## src/rtl/aes_key_loader.sv

```systemverilog
`default_nettype none
// +----------------------------------------------------------------------------+
// | aes_key_loader: streams 32-bit key words into a 256-bit CipherKey, then    |
// | pulses k_ready with Nk. Optional feature macro: AES_KEY_RELOAD_EN. Rev 1.0 |
// +----------------------------------------------------------------------------+
module aes_key_loader #(
    parameter int EXP_CYCLES = 16
) (
    input  logic         clk,
    input  logic         rst_n,
    input  logic         start,
    input  logic [1:0]   key_len,
    input  logic         abort,
    input  logic         wr_valid,
    input  logic [31:0]  wr_data,
`ifdef AES_KEY_RELOAD_EN
    input  logic         reload,
`endif
    output logic         wr_ready,
    output logic [255:0] CipherKey,
    output logic         k_ready,
    output logic [3:0]   Nk,
    output logic         busy,
    output logic         err
);

    localparam logic [1:0] S_IDLE  = 2'd0;
    localparam logic [1:0] S_LOAD  = 2'd1;
    localparam logic [1:0] S_ISSUE = 2'd2;
    localparam logic [1:0] S_WAIT  = 2'd3;

    logic [1:0]        state, state_nx;
    logic [3:0]        cnt, cnt_nx;
    logic [3:0]        n_words, n_words_nx;
    logic [7:0][31:0]  key_q, key_nx;
    logic [7:0]        wait_cnt, wait_cnt_nx;
    logic              reload_go;

    logic              wr_ready_nx, k_ready_nx, busy_nx, err_nx;
    logic [255:0]      cipher_nx;
    logic [3:0]        nk_nx;

`ifdef AES_KEY_RELOAD_EN
    logic key_vld;

    always_ff @(posedge clk or negedge rst_n) begin
        if (!rst_n) begin
            key_vld <= 1'b0;
        end else if (state == S_ISSUE) begin
            key_vld <= 1'b1;
        end
    end

    assign reload_go = reload && key_vld;
`else
    assign reload_go = 1'b0;
`endif

    always_ff @(posedge clk or negedge rst_n) begin
        if (!rst_n) begin
            state     <= S_IDLE;
            cnt       <= 4'd0;
            n_words   <= 4'd0;
            key_q     <= '0;
            wait_cnt  <= 8'd0;
            wr_ready  <= 1'b0;
            k_ready   <= 1'b0;
            CipherKey <= '0;
            Nk        <= 4'd0;
            busy      <= 1'b0;
            err       <= 1'b0;
        end else begin
            state     <= state_nx;
            cnt       <= cnt_nx;
            n_words   <= n_words_nx;
            key_q     <= key_nx;
            wait_cnt  <= wait_cnt_nx;
            wr_ready  <= wr_ready_nx;
            k_ready   <= k_ready_nx;
            CipherKey <= cipher_nx;
            Nk        <= nk_nx;
            busy      <= busy_nx;
            err       <= err_nx;
        end
    end

    always_comb begin
        state_nx    = state;
        cnt_nx      = cnt;
        n_words_nx  = n_words;
        key_nx      = key_q;
        wait_cnt_nx = wait_cnt;
        case (state)
            S_IDLE: begin
                if (start && key_len != 2'b11) begin
                    state_nx = S_LOAD;
                    cnt_nx   = 4'd0;
                    key_nx   = '0;
                    case (key_len)
                        2'b00:   n_words_nx = 4'd4;
                        2'b01:   n_words_nx = 4'd6;
                        default: n_words_nx = 4'd8;
                    endcase
                end else if (!start && reload_go) begin
                    state_nx = S_ISSUE;
                end
            end
            S_LOAD: begin
                // wr_ready is high throughout LOAD, so wr_valid alone is an accept
                if (abort) begin
                    state_nx = S_IDLE;
                    cnt_nx   = 4'd0;
                    key_nx   = '0;
                end else if (wr_valid) begin
                    key_nx[cnt[2:0]] = wr_data;
                    cnt_nx           = cnt + 4'd1;
                    if (cnt_nx == n_words) begin
                        state_nx = S_ISSUE;
                    end
                end
            end
            S_ISSUE: begin
                state_nx    = S_WAIT;
                wait_cnt_nx = 8'(EXP_CYCLES);
                cnt_nx      = 4'd0;
`ifndef AES_KEY_RELOAD_EN
                key_nx      = '0;
`endif
            end
            default: begin
                if (wait_cnt <= 8'd1) begin
                    state_nx    = S_IDLE;
                    wait_cnt_nx = 8'd0;
                end else begin
                    wait_cnt_nx = wait_cnt - 8'd1;
                end
            end
        endcase
    end

    // Outputs are registered from the next state so they line up with it
    always_comb begin
        wr_ready_nx = (state_nx == S_LOAD);
        k_ready_nx  = (state_nx == S_ISSUE);
        cipher_nx   = k_ready_nx ? key_nx : '0;
        nk_nx       = k_ready_nx ? (n_words_nx - 4'd1) : 4'd0;
        busy_nx     = (state_nx != S_IDLE);
        err_nx      = (state == S_IDLE) && start && (key_len == 2'b11);
    end

endmodule
`default_nettype wire

```

## config.mk

```make
export PLATFORM = sky130hd
export DESIGN_NAME = aes_key_loader
export DESIGN_NICKNAME = d
export VERILOG_FILES = /design/src/rtl/aes_key_loader.sv
export SDC_FILE = /design/constraint.sdc
export NUM_CORES = 1
export LEC_CHECK = 0
export BUFFER_PORTS_ARGS = -buffer_cell sky130_fd_sc_hd__buf_2
export CAP_MARGIN = 10
export CORE_UTILIZATION = 60
export DETAILED_ROUTE_END_ITERATION = 10
export PLACE_DENSITY = 0.95
export SETUP_SLACK_MARGIN = 0.4
export SLEW_MARGIN = 0
export SYNTH_ARGS = -nofsm -noshare
export SYNTH_HDL_FRONTEND = slang
export SYNTH_SLANG_ARGS = --single-unit
```

## constraint.sdc

```tcl
create_clock -name clk -period 3 [get_ports clk]
set_input_delay 0 -clock clk [delete_from_list [all_inputs] [get_ports clk]]
set_output_delay 0 -clock clk [all_outputs]
set_load 0.01 [all_outputs]
```

---- Word-level counts from Yosys, hierarchy flattened ----
Index checks and enable logic that the tools add are counted.
cells by class
  $add $sub $neg .......................... 3
  magnitude comparators ................... 3
  equality and inequality tests ........... 10
  muxes and demuxes ....................... 24
  reductions and logical operators ........ 10
operators with widths
  cell                                                                                  count
  256-bit 2-to-1 mux                                                                    4
  256-bit one-hot mux with 3 select lines                                               1
  256-bit bitwise mux                                                                   1
  32-bit demux with 3-bit select                                                        1
  32-bit 2-to-1 mux                                                                     1
  4-bit 2-to-1 mux                                                                      6
  8-bit one-hot mux with 2 select lines                                                 1
  4-bit one-hot mux with 3 select lines                                                 1
  2-bit 2-to-1 mux                                                                      5
  8-bit by 1-bit less-or-equal comparator with 1-bit output (second input constant)     1
  8-bit 2-to-1 mux                                                                      1
  4-bit one-hot mux with 2 select lines                                                 1
  8-bit by 1-bit subtractor with 8-bit output (second input constant)                   1
  2-bit by 1-bit equality test with 1-bit output (second input constant)                3
  2-bit equality test (second input constant)                                           3
  2-bit one-hot mux with 3 select lines                                                 1
  4-bit by 1-bit adder with 4-bit output (second input constant)                        1
  4-bit equality test                                                                   1
  1-bit logical AND                                                                     4
  2-bit zero test                                                                       2
  3-bit by 4-bit less-than comparator with 1-bit output (second input constant)         1
  2-bit != test (second input constant)                                                 2
  4-bit by 1-bit subtractor with 4-bit output (second input constant)                   1
  3-bit by 1-bit greater-or-equal comparator with 1-bit output (second input constant)  1
  5 further kinds                                                                       5
storage, ports and cells
  register bits ........................... 538
  output and inout bits ................... 264
  word-level logic and storage cells ...... 68

---- Logic depth before layout (Yosys ltp) ----
  depth in word-level cells ............... 9
  depth in mapped cells ................... 8
  depth with buffers taken out ............ 6

---- Worst setup path after synthesis ----
Ideal clock, no wire load.
  path kind ............................... register to register
  from .................................... reg cnt[0]
  to ...................................... reg CipherKey[151]
  arrival time ............................ 1,866 ps
  path slack .............................. 1,066 ps
  cell stages (with the launch flop) ...... 9
  buffers on the path ..................... 3
  clock period less this slack ............ 1,934 ps
  path through ............................ dfrtp_1 -> ha_1 -> xnor2_1 -> nand4_1 -> or3_1 -> buf_6 -> buf_6 -> buf_6 -> nor2b_2
on the way
  longest elaborated chain between the ends .. 9
  elaborated cells between the ends (all ways) .. 17
  those cells by class .................... 1 x add/sub; 2 x order compare; 2 x eq/ne; 11 x mux; 1 x reduce/logical
ends and longest elaborated chain
  what                                                                                            RTL line  RTL
  from (decl)                                                                                     33        logic [3:0] cnt, cnt_nx;
  from (signal assigned)                                                                          74        cnt <= cnt_nx;
  parallel branches: the longest is 8 deep, another holds 4-bit by 1-bit adder with 4-bit output  --
  256-bit 2-to-1 mux (*)                                                                          145       cipher_nx = k_ready_nx ? key_nx : '0;
  via cipher_nx[151]                                                                              40        logic [255:0] cipher_nx;
  to (signal assigned)                                                                            80        CipherKey <= cipher_nx;
  to (decl)                                                                                       20        output logic [255:0] CipherKey,
Mark *: on every way through the listed nets, which the timed path passes.
A chain may end at the register's enable or synchronous reset.

---- Worst setup path after layout ----
  from .................................... reg cnt[0]
  to ...................................... reg CipherKey[205]
The elaborated chain is that of the path after synthesis.

==> results.json <==
{
  "status": "finished, final reports clean",
  "synth_cell_types": 56,
  "synth-main-ff-cell": "dfrtp_1",
  "cts_tree": "done",
  "rsz0062_at_grt": "no",
  "grt_overflow": 0,
  "finalCriticalPeriod_ns": 2.52,
  "cts_root_buffer": "clkbuf_16",
  "gp_congestion": 0.850,
  "start_util_pct": 61.6,
  "place_area_um2": 20700,
  "power_density_nw_per_um2": 694,
  "rows": 64,
  "dp_hpwl_um": 31100,
  "totalWireLength_um": 53000,
  "slew_headroom_pct": 33.0,
  "sw_frac_of_total_pct": 25.5,
  "post_drt_wl_per_cell_um": 26.0,
  "grt_pass1_wl_um": 80500,
  "cts.clk_slew.worst_paths_ns": 0.06,
  "ys_seq_area_share_pct": 70.7,
  "synth.top_cell.area_share_pct": 70.7,
  "die_w_um": 180,
  "antenna_found_initial": 1,
  "synth_nets": 1344,
  "clkPwrFrac_pct": 41.5,
  "drv_slew": 0,
  "ys_warn_count": 0,
  "pwr-share-seq_pct": 47.5,
  "htreeDepth": 2,
  "drive_gt1_share_pct": 28.1,
  "grt_pass1_vias": 12867,
  "core_area_um2": 30900,
  "syn_to_final_growth_pct": 19.9,
  "cts_buffers": 50,
  "io_buffers": 302,
  "drtIter0Drc": 1223,
  "regToRegSetupSlack_ns": 0.48,
  "pwr-share-comb_pct": 11.1,
  "preCtsSetupSlack_ns": 0.362,
  "grt_max_degree": 109,
  "design_area_um2": 22800,
  "min_path_type": "in2reg",
  "r2r-end": "CipherKey[205]",
  "vias_per_cell": 6.11,
  "clock_latency_ns": 0.55,
  "hold_ws_ns": 0.0282,
  "drc": 0,
  "cp-start-kind": "flop",
  "worst-path-max-fanout": 102,
  "synthArstFlopShare_pct": 100,
  "cp.required_ns": 3.45,
  "synth-edff-count": 0,
  "yosys-top-cells-area": "dfrtp_1 71%, a22o_1 12%, nor2b_1 8.1%",
  "setup_viol": 0,
  "p_leak_nw": 11.7,
  "gr-usage-all-layers_pct": 33.5,
  "maxCapViolations": 0,
  "via_count": 12464,
  "netlist_area_um2": 19000,
  "yosysTopAreaCell": "dfrtp_1",
  "crit_start": "cnt[0]",
  "nNetsFinal": 1648,
  "layoutNonFillerInstCount": 2041,
  "hold_viol": 0,
  "ys_ff_latch": 538,
  "ir_drop_mv": 0.547,
  "clock_sink_count": 538,
  "arrival_ns": 2.96,
  "first_pass_iters": 5,
  "p_int_mw": 11.8,
  "die_area_um2": 32500,
  "p_sw_mw": 4.04,
  "hold_end": "key_q[242]",
  "fin_setup_tns_ns": 0,
  "clk_path_buf_depth": 3,
  "period_share_pct": 83.9,
  "worst_slew_pin_slew_ns": 1.00,
  "netlist_instances": 1301,
  "final.setup_skew_ns": 0.0133,
  "hp-start": "wr_data[18]",
  "final.setup.worst_slack_ns": 0.483,
  "r2r_start": "cnt[0]",
  "path_class": "reg2reg",
  "fmax_ghz": 0.397,
  "dpl.cell_count": 1911,
  "die_y_um": 180,
  "reg2reg_depth": 6,
  "io_pins": 303,
  "worstHoldPathCells": 2,
  "syn_avg_cell_area_um2": 14.6,
  "ant_nets": 0,
  "endpoint_kind": "flop"
}
synth_stat cells (3+ instances only):
cell      instances
nor2_1           13
nor2b_2          10
a31oi_1           5
nor3_1            3
and4b_1           3
nor2b_1         248
inv_1             7
nand2_1          14
nand3_1           4
clkbuf_1         54
xnor2_1           3
and2_0            3
o221ai_2          6
a21oi_1           3
buf_6            25
buf_4            10
xor2_1            3
dfrtp_1         538
nand2b_1          3
o21ai_0           8
ha_1              4
buf_2            36
a22o_1          257
cell type report:
| cell class | count | area (um2) |
|---|---|---|
| Sequential cell | 538 | 13500 |
| Fill cell | 1808 | 8060 |
| Multi-Input combinational cell | 633 | 4870 |
| Timing Repair Buffer | 375 | 2250 |
| Clock buffer | 68 | 1430 |
| Tap cell | 396 | 495 |
| Clock inverter | 23 | 298 |
| Inverter | 7 | 26.3 |
| Antenna cell | 1 | 2.50 |
placed cells by master (no fill, tap or decap), types with 3 or more instances in the layout:
master and instances:
a21oi_1 3, a22o_1 257, a31oi_1 5, and2_1 4, and4b_1 3, buf_12 8
buf_2 301, buf_4 31, bufinv_16 6, clkbuf_1 8, clkbuf_16 51, clkbuf_8 9
clkinv_2 9, clkinv_4 3, dfrtp_1 537, dlygate4sd3_1 34, ha_1 4, inv_1 7
nand2_1 14, nand2b_1 3, nand3_1 4, nor2_1 13, nor2b_1 248, nor2b_2 10
nor3_1 3, o21ai_0 8, o221ai_2 4, o221ai_4 4, xnor2_1 3, xor2_1 3
power by group through the flow:
stage          combinational, mW  clock [mW]  sequential (mW)
2_1_floorplan               1.13           0             7.61
3_3_place_gp                1.60           0             7.63
3_5_place_dp                1.65           0             7.64
4_1_cts                     1.73        6.64             7.52
5_1_grt                     1.87        6.96             7.53
6_report                    1.76        6.57             7.52
worst max-delay path, cell delays in order (launching register included):
cell and delay (ns):
dfrtp_2 0.50, ha_1 0.37, xnor2_1 0.23, nand4_1 0.23
or3_4 0.51, buf_12 0.25, nor2b_1 0.27
logic make-up after synthesis:
logic type,Yosys count,share of synthesized area (%)
DFF,538,70.7
muxes,2,0.112
AOI/OAI and AO/OA,294,13.6
and+or+nand+nor,324,11.0
buffers and inverters,132,4.02
adders and majority gates,4,0.263
xor gates and xnor gates,7,0.394
metrics by stage:
step | utilization (%) | power [mW]
2_1_floorplan | - | 8.74
3_3_place_gp | 67.1 | 9.23
3_5_place_dp | 67.1 | 9.29
4_1_cts | 73.9 | 15.9
5_1_grt | 73.9 | 16.4
6_report | 73.9 | 15.9
state kept, by name, summed over array words and instances, names as in the netlist:
name	flops
CipherKey	256
Nk	4
busy	1
cnt	4
err	1
k_ready	1
key_q	256
n_words	4
state	2
wait_cnt	8
wr_ready	1
worst max-delay path by stage:
| stage | depth (start not counted) | slack, ns | to |
|---|---|---|---|
| global placement | 6 | 0.48 | CipherKey[56] |
| CTS | 6 | 0.40 | CipherKey[205] |
| global route | 6 | 0.41 | CipherKey[205] |
| floorplan | 8 | 1.07 | CipherKey[151] |
| finish | 6 | 0.48 | CipherKey[205] |
| detailed placement | 6 | 0.36 | CipherKey[75] |
metal layers:
metal / GRT usage (%) / up-vias / wire length (um) / share of wire, %
met5: 0 / - / 11 / 0.021
met4: 17.8 / 2 / 3030 / 5.7
met3: 7.36 / 170 / 4750 / 9.0
met2: 54.2 / 743 / 25900 / 49
met1: 42.7 / 6434 / 19300 / 36
li1: - / 5115 / - / -
what timing repair did:
action / CTS / global route
endpoints found under the hold margin: 255 / 0
setup endpoints to repair: 35 / 222
resized for setup: 3 / 0
gates cloned: 2 / 0
buffers inserted: 0 / 2
hold buffers: 34 / 0
pin swaps: 1 / 2
Power figures use the tool's default switching activity.
